--- src/rtl/fetch_pkg.sv ---
// Shared types and defaults for the instruction fetch stage.
package fetch_pkg;

    localparam int          DEF_ADDR_LEN = 32;
    localparam int          DEF_INST_LEN = 32;
    localparam logic [31:0] DEF_RESET_PC = 32'h0000_0000;
    localparam int          PC_STEP      = 4;

    typedef enum logic [1:0] {
        REQ,
        WAIT,
        VALID,
        HALT
    } fetch_state_e;

    typedef enum logic [1:0] {
        PC_HOLD,
        PC_INC,
        PC_LOAD
    } pc_sel_e;

endpackage

--- src/rtl/pc_next.sv ---
// Next fetch-PC mux (hold / +4 / redirect) and the pc+4 adder for the presented instruction.
// FETCH_MISALIGN_CHK_EN: redirect targets are loaded unmodified instead of word-aligned.
module pc_next
    import fetch_pkg::*;
#(
    parameter int ADDR_LEN = DEF_ADDR_LEN
) (
    input  logic [ADDR_LEN-1:0] fetch_pc_i,
    input  logic [ADDR_LEN-1:0] pc_i,
    input  logic [ADDR_LEN-1:0] target_i,
    input  pc_sel_e             sel_i,
    output logic [ADDR_LEN-1:0] next_pc_o,
    output logic [ADDR_LEN-1:0] pc_plus4_o
);

    logic [ADDR_LEN-1:0] loadTarget;

`ifdef FETCH_MISALIGN_CHK_EN
    assign loadTarget = target_i;
`else
    // Without the checker a misaligned target is silently rounded down to a word.
    assign loadTarget = target_i & ~ADDR_LEN'(3);
`endif

    assign pc_plus4_o = pc_i + ADDR_LEN'(PC_STEP);

    always_comb begin
        next_pc_o = fetch_pc_i;
        case (sel_i)
            PC_INC:  next_pc_o = fetch_pc_i + ADDR_LEN'(PC_STEP);
            PC_LOAD: next_pc_o = loadTarget;
            default: next_pc_o = fetch_pc_i;
        endcase
    end

endmodule

--- src/rtl/instr_fetch_unit.sv ---
// Fetch stage: one outstanding word request to instruction memory, presents instr/pc to decode.
// FETCH_MISALIGN_CHK_EN: misaligned redirect raises sticky misalign_err and halts fetch until rst.
module instr_fetch_unit
    import fetch_pkg::*;
#(
    parameter int                  ADDR_LEN = DEF_ADDR_LEN,
    parameter int                  INST_LEN = DEF_INST_LEN,
    parameter logic [ADDR_LEN-1:0] RESET_PC = ADDR_LEN'(DEF_RESET_PC)
) (
    input  logic                clk,
    input  logic                rst,
    output logic                imem_req_valid,
    input  logic                imem_req_ready,
    output logic [ADDR_LEN-1:0] imem_addr,
    input  logic                imem_rsp_valid,
    input  logic [INST_LEN-1:0] imem_rsp_data,
    input  logic                stall,
    input  logic                redirect_valid,
    input  logic [ADDR_LEN-1:0] redirect_target,
    output logic                instr_valid,
    output logic [INST_LEN-1:0] instr,
    output logic [ADDR_LEN-1:0] pc,
    output logic [ADDR_LEN-1:0] pc_plus4,
    output logic                misalign_err
);

    fetch_state_e        state_q, state_d;
    pc_sel_e             pcSel;
    logic [ADDR_LEN-1:0] fetchPc_q, fetchPc_d;
    logic [ADDR_LEN-1:0] pc_q, pc_d;
    logic [INST_LEN-1:0] instr_q, instr_d;
    logic                instrValid_q, instrValid_d;
    logic                kill_q, kill_d;

    pc_next #(
        .ADDR_LEN(ADDR_LEN)
    ) u_pc_next (
        .fetch_pc_i(fetchPc_q),
        .pc_i      (pc_q),
        .target_i  (redirect_target),
        .sel_i     (pcSel),
        .next_pc_o (fetchPc_d),
        .pc_plus4_o(pc_plus4)
    );

`ifdef FETCH_MISALIGN_CHK_EN
    logic misalign_q;
    logic badTarget;

    assign badTarget = redirect_valid && (redirect_target[1:0] != 2'b00) && (state_q != HALT);

    always_ff @(posedge clk or posedge rst) begin
        if (rst) begin
            misalign_q <= 1'b0;
        end else if (badTarget) begin
            misalign_q <= 1'b1;
        end
    end
`endif

    always_ff @(posedge clk or posedge rst) begin
        if (rst) begin
            state_q <= REQ;
        end else begin
            state_q <= state_d;
        end
    end

    always_ff @(posedge clk or posedge rst) begin
        if (rst) begin
            fetchPc_q    <= RESET_PC;
            pc_q         <= RESET_PC;
            instr_q      <= '0;
            instrValid_q <= 1'b0;
            kill_q       <= 1'b0;
        end else begin
            fetchPc_q    <= fetchPc_d;
            pc_q         <= pc_d;
            instr_q      <= instr_d;
            instrValid_q <= instrValid_d;
            kill_q       <= kill_d;
        end
    end

    always_comb begin
        state_d      = state_q;
        pcSel        = PC_HOLD;
        pc_d         = pc_q;
        instr_d      = instr_q;
        instrValid_d = instrValid_q;
        kill_d       = kill_q;
        case (state_q)
            REQ: begin
                if (redirect_valid) pcSel = PC_LOAD;
                // Accepted together with a redirect: the old address is in flight, so its word must die.
                if (imem_req_ready) begin
                    state_d = WAIT;
                    kill_d  = redirect_valid;
                end
            end
            WAIT: begin
                if (redirect_valid) pcSel = PC_LOAD;
                if (imem_rsp_valid) begin
                    kill_d  = 1'b0;
                    state_d = REQ;
                    if (!(kill_q || redirect_valid)) begin
                        state_d      = VALID;
                        instr_d      = imem_rsp_data;
                        pc_d         = fetchPc_q;
                        instrValid_d = 1'b1;
                    end
                end else if (redirect_valid) begin
                    kill_d = 1'b1;
                end
            end
            VALID: begin
                if (redirect_valid) begin
                    pcSel        = PC_LOAD;
                    instrValid_d = 1'b0;
                    state_d      = REQ;
                end else if (!stall) begin
                    pcSel        = PC_INC;
                    instrValid_d = 1'b0;
                    state_d      = REQ;
                end
            end
            default: begin
                state_d = state_q;
            end
        endcase
`ifdef FETCH_MISALIGN_CHK_EN
        if (badTarget) begin
            state_d      = HALT;
            pcSel        = PC_HOLD;
            instrValid_d = 1'b0;
            kill_d       = 1'b0;
        end
`endif
    end

    always_comb begin
        imem_req_valid = (state_q == REQ) && !rst;
        imem_addr      = fetchPc_q;
        instr_valid    = instrValid_q;
        instr          = instr_q;
        pc             = pc_q;
`ifdef FETCH_MISALIGN_CHK_EN
        misalign_err   = misalign_q;
`else
        misalign_err   = 1'b0;
`endif
    end

endmodule
--- config.mk ---
export PLATFORM = sky130hd
export DESIGN_NAME = instr_fetch_unit
export DESIGN_NICKNAME = d
export VERILOG_FILES = /design/src/rtl/fetch_pkg.sv /design/src/rtl/pc_next.sv /design/src/rtl/instr_fetch_unit.sv
export SDC_FILE = /design/constraint.sdc
export NUM_CORES = 1
export LEC_CHECK = 0
export CORE_UTILIZATION = 44
export DETAILED_ROUTE_END_ITERATION = 10
export PLACE_DENSITY_LB_ADDON = 0.1
export SKIP_CTS_REPAIR_TIMING = 1
export SLEW_MARGIN = 20
export SYNTH_ARGS = -nofsm -noshare
export SYNTH_HDL_FRONTEND = slang
export SYNTH_SLANG_ARGS = --single-unit
--- constraint.sdc ---
create_clock -name clk -period 3.8 [get_ports clk]
set_input_delay 0.38 -clock clk [delete_from_list [all_inputs] [get_ports clk]]
set_output_delay 0.38 -clock clk [all_outputs]
set_load 0.005 [all_outputs]
* Word level (Yosys, flattened, before mapping)
Cells that the tools add are included.
Word-level totals: register bits 100, bits in latches 0, RAM bits 0, bits in read-only memories 0, logic and storage cells 51, memories kept 0
Operators by class: $add $sub $neg 2, multipliers 0, divide/modulo/power cells 0, order comparisons 0, eq/ne operators 9, shift operators 0, mux-type cells 20, bitwise gates (word level) 1, reduce and logical (&&, ||, !) cells 13
Operator list (count):
- adder 32 x 3 -> 32 bit (second input constant) | 2
- one-hot mux 32 bit (2 select lines) | 1
- two-way mux 2 bit | 7
- two-way mux 1 bit | 8
- AND reduction 4 bit | 2
- inequality test 2 bit (second input constant) | 3
- inequality test 3 bit (second input constant) | 2
- one-hot mux 2 bit (3 select lines) | 1
- AND reduction 3 bit | 2
- nonzero test 2 bit | 3
- equality test 2 x 1 -> 1 bit (second input constant) | 2
- equality test 2 bit (second input constant) | 2
- one-hot mux 1 bit (2 select lines) | 2
- one-hot mux 2 bit (2 select lines) | 1
- nonzero test 3 bit | 1
- zero test 2 bit | 1
- OR reduction 2 bit | 1
- logical AND 1 bit | 1
- zero test 1 bit | 1
- logical OR 1 bit | 1
- inverter 1 bit | 1

* Longest topological paths before layout
depth after elaboration 5, depth in mapped cells 10, mapped depth without buffers 9

* Modules after synthesis
A second synthesis with hierarchy kept.
Second synthesis, totals: cells, all modules 508, area, all modules 5771.8 sq um
Modules (own cells, without submodules):
- instr_fetch_unit | instances 1, cells an instance 204, area an instance 3839.9 sq um, seq. area each 2502.4 sq um
- pc_next | instances 1, cells an instance 304, area an instance 1931.9 sq um, seq. area each 0.0 sq um

* Worst setup path before layout
Ideal clock, no wire load.
path type register -> register, start point reg state_q[1], end point reg fetchPc_q[5] (netlist: imem_addr[5]), setup time 0.135 ns, arrival time 2.014 ns, required time 3.665 ns, setup slack 1.650 ns, stages on the path, launching flop included 10, buffers on the path 2, clock period less this slack 2.150 ns, path through dfrtp_1 inv_1 ha_1 nor3_1 nor3_1 ha_1 clkbuf_1 buf_1 mux2i_1 a21oi_1
On the way: longest elaborated chain between the ends 5, elaborated cells between the ends (all ways) 9, classes of those cells eq/ne (4); mux (2); reduce/logical (3)
RTL lines:
- start, declared | RTL line instr_fetch_unit.sv:27 | fetch_state_e state_q, state_d;
- start signal, assigned | RTL line instr_fetch_unit.sv:65 | state_q <= state_d;
- equality test 2 x 1 -> 1 bit or zero test 2 bit (tied branches) | RTL line instr_fetch_unit.sv:92 | case (state_q)
- OR reduction 2 bit (no source line)
- one-hot mux 2 bit (2 select lines) * | RTL line instr_fetch_unit.sv:92
- equality test 2 bit or equality test 2 x 1 -> 1 bit (tied branches) | RTL line pc_next.sv:29 | case (sel_i)
- one-hot mux 32 bit (2 select lines) or nonzero test 2 bit (tied branches)
- end signal, assigned | RTL line instr_fetch_unit.sv:77 | fetchPc_q <= fetchPc_d;
- end, declared | RTL line instr_fetch_unit.sv:29 | logic [ADDR_LEN-1:0] fetchPc_q, fetchPc_d;
Every way passes the cells marked *; elsewhere a longest branch is shown, timed or not. A chain may end at the register's enable or synchronous reset.

* Worst setup path in the final report
start point reg pc_q[4] (netlist: pc[4]), end point out pc_plus4[24]
On the way: longest elaborated chain between the ends 1
RTL lines:
- start, declared | RTL line instr_fetch_unit.sv:30 | logic [ADDR_LEN-1:0] pc_q, pc_d;
- start signal, assigned | RTL line instr_fetch_unit.sv:78 | pc_q <= pc_d;
- adder 32 x 3 -> 32 bit | RTL line pc_next.sv:25 | assign pc_plus4_o = pc_i + ADDR_LEN'(PC_STEP);
- end, declared | RTL line instr_fetch_unit.sv:23 | output logic [ADDR_LEN-1:0] pc_plus4,
No other way between the ends.

==> results.toml <==
[worst_setup_path]
worstPathCellList = "and4_1 -> nand4_1 -> nor2_1 -> nand4_1 -> xnor2_1 -> clkdlybuf4s50_1"
end_kind = "output port"
reg2reg_from = "state_q[0]"
crit_fanout = 7
r2r_end = "imem_addr[24]"
path_delay_family = "simple AND/OR/NAND/NOR gates"
crit_top_cell = "nand4_1"
reg2reg_depth = 9
slowest_delay_ns = 0.58
rrSetupSlack_ns = 0.92
required_ns = 3.42
critPathBufInv = 1
worstSetupPathType = "register to output port"
cp-start-kind = "register"
arrival_ns = 2.83
startpoint = "pc[4]"
critPathSlowestCell = "nor2_1"

[logic_synthesis]
yosysWarnings = 0
synth_fa_ha_area_frac = 0.0196
synthFlopType = "dfrtp_1"
synth_top_cell_by_area = "dfrtp_1"
synth_top_family_by_area = "simple AND/OR/NAND/NOR gates"
synth_top_area_frac = 0.471
synthSimpleGateAreaFrac = 0.170
syn_area_um2 = 5100
netlist_instances = 482
synth.distinct_cells = 61
synth.top_cells.by_area = "dfrtp_1 (47%), mux2_2 (13%), xnor2_1 (2.7%)"
synth_edf_count = 0
avgSynthCellArea_um2 = 10.6
ys_ff_latch = 96
async_reset_ff_frac = 1.00
synth-compound-area-share = 0.113
synth_mux_area_frac = 0.138
synthXorXnorAreaFrac = 0.0481
ys_seq_area_frac = 0.471

[status]
status = "complete, no violations"

[floorplanning]
io_pins = 201
dieArea_um2 = 12000
dieHeight_um = 110
coreArea_um2 = 11100
start_util = 0.460
fp.dieW_um = 110
num_rows = 38

[clock_tree]
clock_latency_ns = 0.34
clkTransAtPathRegs_ns = 0.07
cts_tree = "built"
htreeDepth = 3
clockBufferDepth = 2
cts_made_buffers = 9
cts-root-buf = "clkbuf_16"
cts.sinks = 96

[routing]
dr.first_iter.drc_count = 294
drc = 0
via_per_inst = 5.57
vias = 4540
drtPass1Iterations = 4
drt_wl_total_um = 13900
wl_per_cell_um = 17.0
antenna_left = 0

[sta]
worst_slack_ns = 0.590
fin_tns_setup_ns = 0
tightestPinTransition_ns = 0.663
slew_headroom = 0.556
period_minus_slack_ns = 3.21
setup_violations = 0
max_freq_mhz = 312
report.final.slew_viol_count = 0
hold_viol = 0
skew_ns = 0.00711
fin_crit_sh = 0.845
rsz0062_at_grt = "no"

[job]
drv_cap = 0

[grt]
grt_pass1_vias = 4223
overflow = 0
grt_pass1_wl_um = 21800
grt_max_degree = 50
antenna_found_initial = 0
gr-usage-all-layers = 0.237

[min_path]
holdCritPathClass = "input port to asynchronous set/reset pin"

[layout]
fillers = 895
finalNonFillerCells = 815
finalNetCount = 749
drive_gt1_frac = 0.148
synthToLayoutAreaGrowth_pct = 45.6
fin_util = 0.671
diodes = 0

[pwr]
leakagePower_nw = 2.93
vdd.ir_drop.worst_v = 0.000360
powerDensity_nw_per_um2 = 767

[placement]
routabilityCongestion = 0.867
portBuffers = 191
hpwl_um = 10200
pre_cts_ws_ns = 0.825
dp.cells = 800
==> sequential cells by signal, indices dropped and copies added, names as in the netlist <==
name         count
kill_q           1
imem_addr       30
pc              30
state_q          2
instr           32
instr_valid      1
==> worst max-delay path by stage <==
| stage | cells after the start | to | slack (ns) |
|---|---|---|---|
| after detailed placement | 7 | imem_addr[24] | 0.82 |
| after floorplan | 1 | imem_addr[10] | 0.91 |
| after global placement | 7 | imem_addr[26] | 0.83 |
| final | 6 | pc_plus4[24] | 0.59 |
| after CTS | 6 | pc_plus4[24] | 0.64 |
| after global routing | 6 | pc_plus4[30] | 0.44 |
==> stage by stage <==
step | instance area, um2 | hold WS (ns) | power (mW)
2_1_floorplan | 5120 | 0.503 | 3.17
3_3_place_gp | 7140 | 0.489 | 4.72
3_5_place_dp | 7140 | 0.495 | 4.82
4_1_cts | 7430 | 0.510 | 5.73
5_1_grt | 7430 | 0.517 | 6.08
6_report | 7430 | 0.487 | 5.70
==> cells in the final DEF (no fill, tap or decap), types with 3 or more instances in the layout <==
| cell type | n |
|---|---|
| conb_1 | 7 |
| ha_1 | 8 |
| clkinv_2 | 3 |
| clkbuf_16 | 9 |
| dfrtp_1 | 96 |
| mux2_2 | 59 |
| o211ai_1 | 3 |
| a32oi_1 | 3 |
| and4_1 | 7 |
| nand3b_1 | 3 |
| clkdlybuf4s50_1 | 191 |
| buf_4 | 9 |
| a311oi_1 | 5 |
| xor2_1 | 12 |
| inv_1 | 15 |
| nor4_1 | 3 |
| nor3_2 | 4 |
| xnor2_1 | 16 |
| nand3_1 | 23 |
| a21oi_1 | 19 |
| and3_1 | 6 |
| o22ai_1 | 9 |
| a22oi_1 | 3 |
| nor3_1 | 14 |
| nand2_1 | 31 |
| nor2_1 | 32 |
| mux2i_1 | 4 |
| nand4_1 | 15 |
| o21ai_0 | 22 |
==> Yosys cell counts, types with 6 or more instances <==
library cell	number
nor3_1	15
o22ai_1	9
and4_1	7
o21ai_0	22
xnor2_1	16
buf_4	8
inv_1	16
nand4_1	15
mux2_2	59
ha_1	8
dfrtp_1	96
nor2_1	32
a21oi_1	19
nand2_1	31
nand3_1	23
buf_2	6
clkbuf_1	12
xor2_1	12
and3_1	6
==> where the power goes <==
group	switching (mW)	internal [mW]	total, mW
registers	0.626	1.50	2.12
logic	0.956	1.72	2.68
clock network	0.390	0.504	0.894
total	1.97	3.72	5.70
==> layer usage <==
metal,vias to the layer above,GRT usage,part of all wire
met2,194,0.384,0.48
met3,21,0.0616,0.080
met5,-,0,0
met4,0,0.0752,0.014
li1,2138,-,-
met1,2187,0.311,0.43
==> worst reg2reg max path: cells and delay by family, from the launching register on <==
kind / cells / cell delay [ns]
AOI/OAI and AO/OA: 1 / 0.34
adders and majority gates: 2 / 0.46
buffers and inverters: 2 / 0.38
DFF: 1 / 0.43
and+or+nand+nor: 4 / 1.15
==> cell families after synthesis <==
family	after synthesis
AO/OA/AOI/OAI	86
flip-flops	96
XOR/XNOR	28
buffers and inverters	44
multiplexers	63
AND/OR/NAND/NOR	156
adder cells (fa/ha/maj)	8
other	1
==> layout make-up <==
type / instances / area [um2] / area share
Clock inverter: 6 / 61.3 / 0.00825
Timing Repair Buffer: 200 / 1980 / 0.266
Inverter: 16 / 62.6 / 0.00842
Multi-Input combinational cell: 348 / 2520 / 0.340
Tap cell: 140 / 175 / 0.0236
Sequential cell: 96 / 2400 / 0.323
Clock buffer: 9 / 225 / 0.0303
No activity file was read; power rests on OpenSTA's default activity.
